$ cat src/rtl/game_status_ctrl.sv
// game_status_ctrl: game-progress controller feeding the text overlay.
// Counts per-player deaths with invulnerability windows, advances the level
// on wave clear, pauses for a level-up interval and decides game over.
// Frame timing is one tick per rising edge of the VGA vsync.
module game_status_ctrl #(
    parameter int unsigned MAX_LIVES     = 3,
    parameter int unsigned MAX_LEVEL     = 9,
    parameter int unsigned INVULN_FRAMES = 60,
    parameter int unsigned LVLUP_FRAMES  = 120
) (
    input  logic       pclk,
    input  logic       rst,
    input  logic       vsync_in,
    input  logic       start,
    input  logic       p1_hit,
    input  logic       p2_hit,
    input  logic       wave_cleared,
    output logic [3:0] level,
    output logic [3:0] dead_count_1,
    output logic [3:0] dead_count_2,
    output logic       play_en,
    output logic       game_over
);

    typedef enum logic [1:0] {
        S_IDLE,
        S_PLAY,
        S_LEVEL_UP,
        S_GAME_OVER
    } state_t;

    localparam logic [3:0] LIVES_MAX   = 4'(MAX_LIVES);
    localparam logic [3:0] LEVEL_MAX   = 4'(MAX_LEVEL);
    localparam logic [7:0] INVULN_LOAD = 8'(INVULN_FRAMES);
    localparam logic [7:0] LVLUP_LOAD  = 8'(LVLUP_FRAMES);

    state_t     state, state_nx;
    logic       vsync_d, start_d;
    logic       frame_tick, start_rise;
    logic [7:0] invuln_1, invuln_1_nx;
    logic [7:0] invuln_2, invuln_2_nx;
    logic [7:0] lvl_cnt, lvl_cnt_nx;
    logic [3:0] level_nx, dead_1_nx, dead_2_nx;
    logic       play_en_nx, game_over_nx;
    logic       hit_1_ok, hit_2_ok;

    assign frame_tick = vsync_in & ~vsync_d;
    assign start_rise = start & ~start_d;
    assign hit_1_ok   = p1_hit && (invuln_1 == '0) && (dead_count_1 < LIVES_MAX);
    assign hit_2_ok   = p2_hit && (invuln_2 == '0) && (dead_count_2 < LIVES_MAX);

    // State, counters, edge detectors and registered outputs
    always_ff @(posedge pclk or negedge rst) begin
        if (!rst) begin
            state        <= S_IDLE;
            vsync_d      <= 1'b0;
            start_d      <= 1'b0;
            invuln_1     <= '0;
            invuln_2     <= '0;
            lvl_cnt      <= '0;
            level        <= 4'd1;
            dead_count_1 <= '0;
            dead_count_2 <= '0;
            play_en      <= 1'b0;
            game_over    <= 1'b0;
        end else begin
            state        <= state_nx;
            vsync_d      <= vsync_in;
            start_d      <= start;
            invuln_1     <= invuln_1_nx;
            invuln_2     <= invuln_2_nx;
            lvl_cnt      <= lvl_cnt_nx;
            level        <= level_nx;
            dead_count_1 <= dead_1_nx;
            dead_count_2 <= dead_2_nx;
            play_en      <= play_en_nx;
            game_over    <= game_over_nx;
        end
    end

    // Next-state, counter updates; outputs are decoded from the next state
    // so they appear one pclk after the causing input
    always_comb begin
        state_nx    = state;
        invuln_1_nx = invuln_1;
        invuln_2_nx = invuln_2;
        lvl_cnt_nx  = lvl_cnt;
        level_nx    = level;
        dead_1_nx   = dead_count_1;
        dead_2_nx   = dead_count_2;

        case (state)
            S_IDLE: begin
                if (start) begin
                    state_nx    = S_PLAY;
                    dead_1_nx   = '0;
                    dead_2_nx   = '0;
                    level_nx    = 4'd1;
                    invuln_1_nx = '0;
                    invuln_2_nx = '0;
                end
            end
            S_PLAY: begin
                // A counted hit reloads the window and overrides a same-cycle tick
                if (hit_1_ok) begin
                    dead_1_nx   = dead_count_1 + 4'd1;
                    invuln_1_nx = INVULN_LOAD;
                end else if (frame_tick && invuln_1 != '0) begin
                    invuln_1_nx = invuln_1 - 8'd1;
                end
                if (hit_2_ok) begin
                    dead_2_nx   = dead_count_2 + 4'd1;
                    invuln_2_nx = INVULN_LOAD;
                end else if (frame_tick && invuln_2 != '0) begin
                    invuln_2_nx = invuln_2 - 8'd1;
                end
                if (dead_1_nx == LIVES_MAX && dead_2_nx == LIVES_MAX) begin
                    state_nx = S_GAME_OVER;
                end else if (wave_cleared) begin
                    if (level < LEVEL_MAX) begin
                        level_nx = level + 4'd1;
                    end
                    lvl_cnt_nx = LVLUP_LOAD;
                    state_nx   = S_LEVEL_UP;
                end
            end
            S_LEVEL_UP: begin
                if (lvl_cnt == '0) begin
                    state_nx = S_PLAY;
                end else if (frame_tick) begin
                    lvl_cnt_nx = lvl_cnt - 8'd1;
                    if (lvl_cnt == 8'd1) begin
                        state_nx = S_PLAY;
                    end
                end
            end
            S_GAME_OVER: begin
                if (start_rise) begin
                    state_nx = S_IDLE;
                end
            end
            default: state_nx = S_IDLE;
        endcase

        play_en_nx   = (state_nx == S_PLAY);
        game_over_nx = (state_nx == S_GAME_OVER);
    end

endmodule

$ cat config.mk
export PLATFORM = sky130hd
export DESIGN_NAME = game_status_ctrl
export DESIGN_NICKNAME = d
export VERILOG_FILES = /design/src/rtl/game_status_ctrl.sv
export SDC_FILE = /design/constraint.sdc
export NUM_CORES = 1
export LEC_CHECK = 0
export ABC_AREA = 1
export BUFFER_PORTS_ARGS = -buffer_cell sky130_fd_sc_hd__buf_4
export CAP_MARGIN = 20
export CORE_AREA = 8 8 80 117
export CTS_CLUSTER_DIAMETER = 60
export DETAILED_ROUTE_END_ITERATION = 8
export DIE_AREA = 0 0 88 125
export GPL_TIMING_DRIVEN = 0
export HOLD_SLACK_MARGIN = 0.08
export PLACE_DENSITY = 0.56
export SKIP_CTS_REPAIR_TIMING = 1
export SYNTH_ARGS = -nofsm -noshare
export SYNTH_HDL_FRONTEND = slang
export SYNTH_SLANG_ARGS = --single-unit
$ cat constraint.sdc
create_clock -name pclk -period 4.2 [get_ports pclk]
set_clock_uncertainty 0.15 [all_clocks]
set_input_delay 1.05 -clock pclk [delete_from_list [all_inputs] [get_ports pclk]]
set_output_delay 1.05 -clock pclk [all_outputs]
set_load 0.05 [all_outputs]
==> impl_metrics.toml, run 1 <==
[outcome]
outcome = "finished clean"

[pwr]
max-vdd-ir-drop_v = 0.0003160
power.density_nw_per_um2 = 737.6
p_leak_uw = 0.001528

[timing]
max_freq_mhz = 438.1
drv_slew = 0
finalCriticalPeriod_ns = 2.282
setup_viol = 0
maxSlewHeadroom = 0.6398
worst_slack_ns = 1.918
max_slew.worst_pin.slew_ns = 0.5404
setup_tns_ns = 0
rsz0062_at_grt = "false"
fin_crit_sh = 0.5434
hold_viol_final = 0

[critical_path]
critical_path_peak_fanout = 6
cp-start-kind = "flop"
critical_path.top_delay_family = "flip-flops"
cp_cell_sequence = "buf_4"
crit_path_end_kind = "output port"
critical-path-max-stage-delay_ns = 0.58
required_ns = 3.00
worstSetupPathType = "reg -> out"
r2r-end = "lvl_cnt[1]"
arrival_ns = 1.08
cpMaxStageDelayCell = "dfstp_2"
path_buf_inv = 1
ff2ff_setup_slack_ns = 2.15
rr_worst_depth = 13
rr_startpoint = "invuln_2[1]"

[yosys]
ys_async_sr_fraction = 1.000
yosys.area.top_type = "dfrtp_1"
synth_most_common_cell = "nand2_1"
synth_ff_type = "dfrtp_1"
yosysSeqAreaShare = 0.4067
ys_types = 33
synth_area_sq_um = 2587
netlist_instances = 327
synth_commonest_cells = "nand2_1, inv_1, dfrtp_1, nor2_1, nand3_1"
ys_seq_elements = 42
syn_nets = 345
synth-warning-count = 0
syn_avg_cell_area_sq_um = 7.913
synthTopCellsByArea = "dfrtp_1, nand2_1, inv_1"
synth_edf_count = 0
yosysTopAreaCellShare = 0.3965

[placement]
place.gp.congestion = 0.7894
dp_hpwl_microns = 4364
numPortBuffers = 20
dp_slack_ns = 1.694

[clock_tree]
clock_path_buffers = 2
root_buffer = "clkbuf_16"
cts.sinks = 42
numCtsBuffers = 5
clk_latency_ns = 0.29
clk_pin_slew_ns = 0.05
cts_tree = "yes"
cts-htree-levels = 2

[detailed_routing]
vias_per_cell = 4.643
first_pass_iters = 4
wl_per_cell_microns = 12.34
num_vias = 2136
drt-total-wl_microns = 5677
first_iter_violations = 145
ant_nets = 0
drc = 0

[global_routing]
grt_max_degree = 43
antenna_found_initial = 0
grt_first_pass_wirelength_microns = 9887
grt_pass1_vias = 2217
grt.total_usage = 0.1147
overflow = 0

[die]
core_sq_um = 7757
start_util = 0.3335
dieArea_sq_um = 11000
num_rows = 40
io-pin-count = 21
die_w_microns = 88
chipHeight_microns = 125

[worst_hold_path]
holdPathStages = 2
min_path_type = "reg -> reg"
hold_start = "level[0]"
holdPathEnd = "level[0]"

[final_layout]
multi_input_area_sq_um = 1340
regArea_sq_um = 1052
drive_gt1_frac = 0.2056
fillers = 796
finalNetCount = 372
diodes = 0
syn2layout_area_growth_pct = 16.54

[run]
drv_cap = 0
-- worst min-delay path, cell delays in order (launching register included) --
cell and delay, ns:
dfstp_2 0.40, nand2_1 0.07, nand2_1 0.04
-- layout by cell type (no fill, tap or decap), types with 2 or more instances in the layout --
cell type  count
o21ai_0       11
nor2_2        10
nand4_1        5
nand3_1       27
nand3b_1       2
nor2_8         2
o211ai_1       2
buf_4         20
clkbuf_16      5
clkbuf_1       3
inv_1         47
nor3_1         2
xnor2_1        2
ha_1          11
dfrtp_1       41
nor2_4         2
o21ai_1        6
nand2_2       17
nand3_2        4
nand2_4        4
xor2_1         4
a21oi_1        7
nand2_1       62
inv_2          4
a31oi_1        2
nor3b_1        2
o22ai_1       11
nor2_1        32
-- registers in the layout (all words and copies together) (netlist names) --
name,count
invuln_1,8
dead_count_1,4
invuln_2,8
lvl_cnt,8
state,2
game_over,1
play_en,1
start_d,1
dead_count_2,4
level,4
vsync_d,1
-- stage by stage --
step	utilization	hold WS (ns)	instance area [sq um]	std cells	power [uW]
global placement	0.3698	0.3523	2869	452	1841
global route	0.3887	0.3703	3015	460	2435
CTS	0.3887	0.3638	3015	460	2265
detailed placement	0.3698	0.3545	2869	452	1862
floorplan	-	0.3395	2587	327	1586
finish	0.3887	0.3588	3015	460	2224
-- logic make-up (layout without fill, tap and decap cells) --
group                      count (synthesis)  in the layout  share of synthesized area
and+or+nand+nor                          174            174                     0.3501
buffers and inverters                     52             80                    0.07543
AOI/OAI and AO/OA                         42             42                    0.09429
DFF                                       42             42                     0.4067
adders and majority gates                 11             11                    0.05319
xor gates and xnor gates                   6              6                    0.02031
-- metal layers --
metal  track usage  part of all wire  up-vias
met2        0.2162              0.57       21
met3       0.02689             0.023        8
met5             0                 0        -
met4       0.05804             0.022        0
met1        0.1084              0.38     1001
li1              -                 -     1106
-- cell type report --
type                            instances  share of cell area
Timing Repair Buffer                   20             0.04979
Inverter                               51             0.06349
Clock buffer                            8             0.04855
Multi-Input combinational cell        233              0.4444
Buffer                                  1            0.001245
Sequential cell                        42              0.3490
Tap cell                              105             0.04357
-- power by group --
| part | leakage, uW | internal (uW) | switching, uW |
|---|---|---|---|
| Sequential | 0.000549 | 531 | 112 |
| Clock | 0.0000712 | 237 | 148 |
| Combinational | 0.000908 | 408 | 788 |
| Total | 0.00153 | 1180 | 1050 |
-- worst max path at each step --
stage              from    endpoint  slack, ns  depth (start not counted)
2_1_floorplan    p1_hit  lvl_cnt[6]       1.96                         11
3_3_place_gp     p1_hit  lvl_cnt[6]       1.68                         12
3_5_place_dp     p1_hit  lvl_cnt[0]       1.69                         12
4_1_cts        level[0]    level[0]       1.90                          1
5_1_grt          p1_hit  lvl_cnt[4]       1.85                         12
6_report       level[0]    level[0]       1.92                          1
Power figures use the tool's default switching activity.
==> inputs of run 2 (changes only) <==
ABC_AREA = 0   (was 1)
CORE_AREA = 8 8 77 113   (was 8 8 80 117)
DIE_AREA = 0 0 85 121   (was 0 0 88 125)
PLACE_DENSITY = 0.57   (was 0.56)
clock period = 2.1 ns   (was 4.2 ns; I/O delays follow)
==> run 2 against run 1 <==
Against the previous run: the run now ends with negative setup slack left; critical path depth grew 7; core utilization grew 7.5 points; largest power group unchanged; worst setup slack lost 2.1 ns; global-route usage grew 0.80 points; final cell count shrank 17%; die area shrank 6.5%; via count shrank 1.5%; critical path type is now reg -> reg.
==> impl_metrics.toml, run 2 <==
[clock_tree]
cts_tree = "yes"
clock_path_buffers = 2
clk_latency_ns = 0.30
cts-htree-levels = 2
numCtsBuffers = 5
cts.sinks = 42
clk_pin_slew_ns = 0.09
root_buffer = "clkbuf_8"

[detailed_routing]
wl_per_cell_microns = 16.13
ant_nets = 0
drt-total-wl_microns = 6161
first_iter_violations = 83
first_pass_iters = 4
num_vias = 2104
vias_per_cell = 5.508
drc = 0

[pwr]
p_leak_uw = 0.001354
power.density_nw_per_um2 = 1432
p_total_uw = 4706
max-vdd-ir-drop_v = 0.0003853

[yosys]
synthMuxAreaShare = 0.01817
yosysTopAreaCellShare = 0.4258
syn_avg_cell_area_sq_um = 9.413
yosysSeqAreaShare = 0.4367
synth_edf_count = 0
synth_fa_ha_area_frac = 0.05711
syn_nets = 274
synth_ff_type = "dfrtp_1"
ys_types = 55
synthTopCellsByArea = "dfrtp_1, ha_1, a21oi_1"
synth-warning-count = 0
netlist_instances = 256
synth_compound_area_frac = 0.2207
ys_seq_elements = 42
synth_top_family_by_area = "simple AND/OR/NAND/NOR gates"
synth-xor-area-share = 0.007269
synth_area_sq_um = 2410
ys_async_sr_fraction = 1.000
yosys.area.top_type = "dfrtp_1"
yosys.area_share.simple = 0.2253
synth_commonest_cells = "dfrtp_1, nor2_1, nand2_1, a21oi_1, o21ai_1"
synth_most_common_cell = "dfrtp_1"

[global_routing]
grt.total_usage = 0.1227
grt_max_degree = 43
grt_pass1_vias = 2147
antenna_found_initial = 0
grt_first_pass_wirelength_microns = 10280
overflow = 0

[critical_path]
required_ns = 2.19
arrival_ns = 2.39
worstSetupPathType = "reg -> reg"
cp-start-kind = "flop"
crit_path_end_kind = "flop"
critical_path_peak_fanout = 6

[timing]
max_slew.worst_pin.slew_ns = 0.8866
setup_viol = 17
max_freq_mhz = 435.0
rsz0062_at_grt = "true"
worst_slack_ns = -0.1988
hold_viol_final = 0
finalCriticalPeriod_ns = 2.299
maxSlewHeadroom = 0.4067
drv_slew = 0
fin_crit_sh = 1.095

[placement]
numPortBuffers = 20
dp_hpwl_microns = 4276
place.gp.congestion = 0.7571

[final_layout]
reg_top3 = "invuln_1 (8), invuln_2 (8), lvl_cnt (8)"
drive_gt1_frac = 0.3907
fillers = 674
final_cell_mix = "buf_4, dfrtp_1, nand2_1"
multi_input_area_sq_um = 1620
fin_util = 0.4638
diodes = 0
syn2layout_area_growth_pct = 36.34
finalNetCount = 319
layout_commonest_cell = "buf_4"
regArea_sq_um = 1067

[die]
start_util = 0.3402
die_w_microns = 85
chipHeight_microns = 121
dieArea_sq_um = 10290
core_sq_um = 7084
num_rows = 38
io-pin-count = 21

[outcome]
violations = "negative setup slack"
outcome = "finished, violations left"

[run]
drv_cap = 0

[worst_hold_path]
min_path_type = "in -> async"
-- run 2: changes by cell type after synthesis, sizes merged, moves of 11 or more --
cell / delta
nand2: -62
inv: -36
nand3: -21
nor2: -19
a21oi: +12
o22ai: -11
-- run 2: final timing paths --
check                                 from  slack (ns)               to  cells past startpoint
max in group asynchronous              rst        1.32  dead_count_1[1]                      1
max                        dead_count_1[0]       -0.20         level[3]                      8
min in group pclk                 vsync_in        0.21          vsync_d                      1
max reg2reg                dead_count_1[0]       -0.20         level[3]                      8
min                                    rst        0.06       lvl_cnt[5]                      1
min reg2reg                     lvl_cnt[7]        0.34       lvl_cnt[7]                      1
-- run 2: metal layers --
metal  global-route usage  share of wire  vias to the layer above
met1               0.1362           0.43                     1037
li1                     -              -                     1036
met3              0.02780          0.034                        7
met2               0.2159           0.52                       24
met4              0.05711          0.015                        0
met5                    0              0                        -
-- run 2: cell type report --
type | count | share of cell area
plain buffers | 4 | 0.01028
clock buffers | 6 | 0.02513
clock inverters | 2 | 0.003808
inverters | 15 | 0.01714
multi-input cells | 195 | 0.4931
flip-flops and latches | 42 | 0.3248
well taps | 80 | 0.03046
repair buffers | 38 | 0.09520
-- run 2: power by group --
group | total [uW] | internal, uW | switching, uW
Clock | 559 | 265 | 294
Combinational | 2710 | 1150 | 1560
Sequential | 1440 | 1090 | 356
-- run 2: per-stage QoR --
step	cells	setup TNS (ns)	worst slack [ns]	hold WS [ns]	area [sq um]
6_report	382	-1.510	-0.1988	0.06272	3286
5_1_grt	382	-3.488	-0.2560	0.1008	3286
4_1_cts	364	-6.846	-0.3674	0.08061	2863
3_5_place_dp	356	-6.008	-0.3432	0.3304	2768
3_3_place_gp	356	-5.279	-0.3297	0.3229	2768
2_1_floorplan	256	-2.607	-0.2691	0.07941	2517
-- run 2: logic make-up (layout without fill, tap and decap cells) --
group	after synthesis	after routing
XOR/XNOR	2	2
AND/OR/NAND/NOR	100	100
multiplexers	4	4
buffers and inverters	20	65
adder cells (fa/ha/maj)	11	11
flip-flops	42	42
AO/OA/AOI/OAI	77	78
-- run 2: critical path, cell delays in order (launching register included) --
cell and delay (ns):
dfrtp_2 0.44, ha_4 0.17, nor4b_4 0.23, and4_1 0.24, buf_6 0.13, mux2i_4 0.30
nor2_4 0.08, or4_1 0.40, nand3_1 0.10
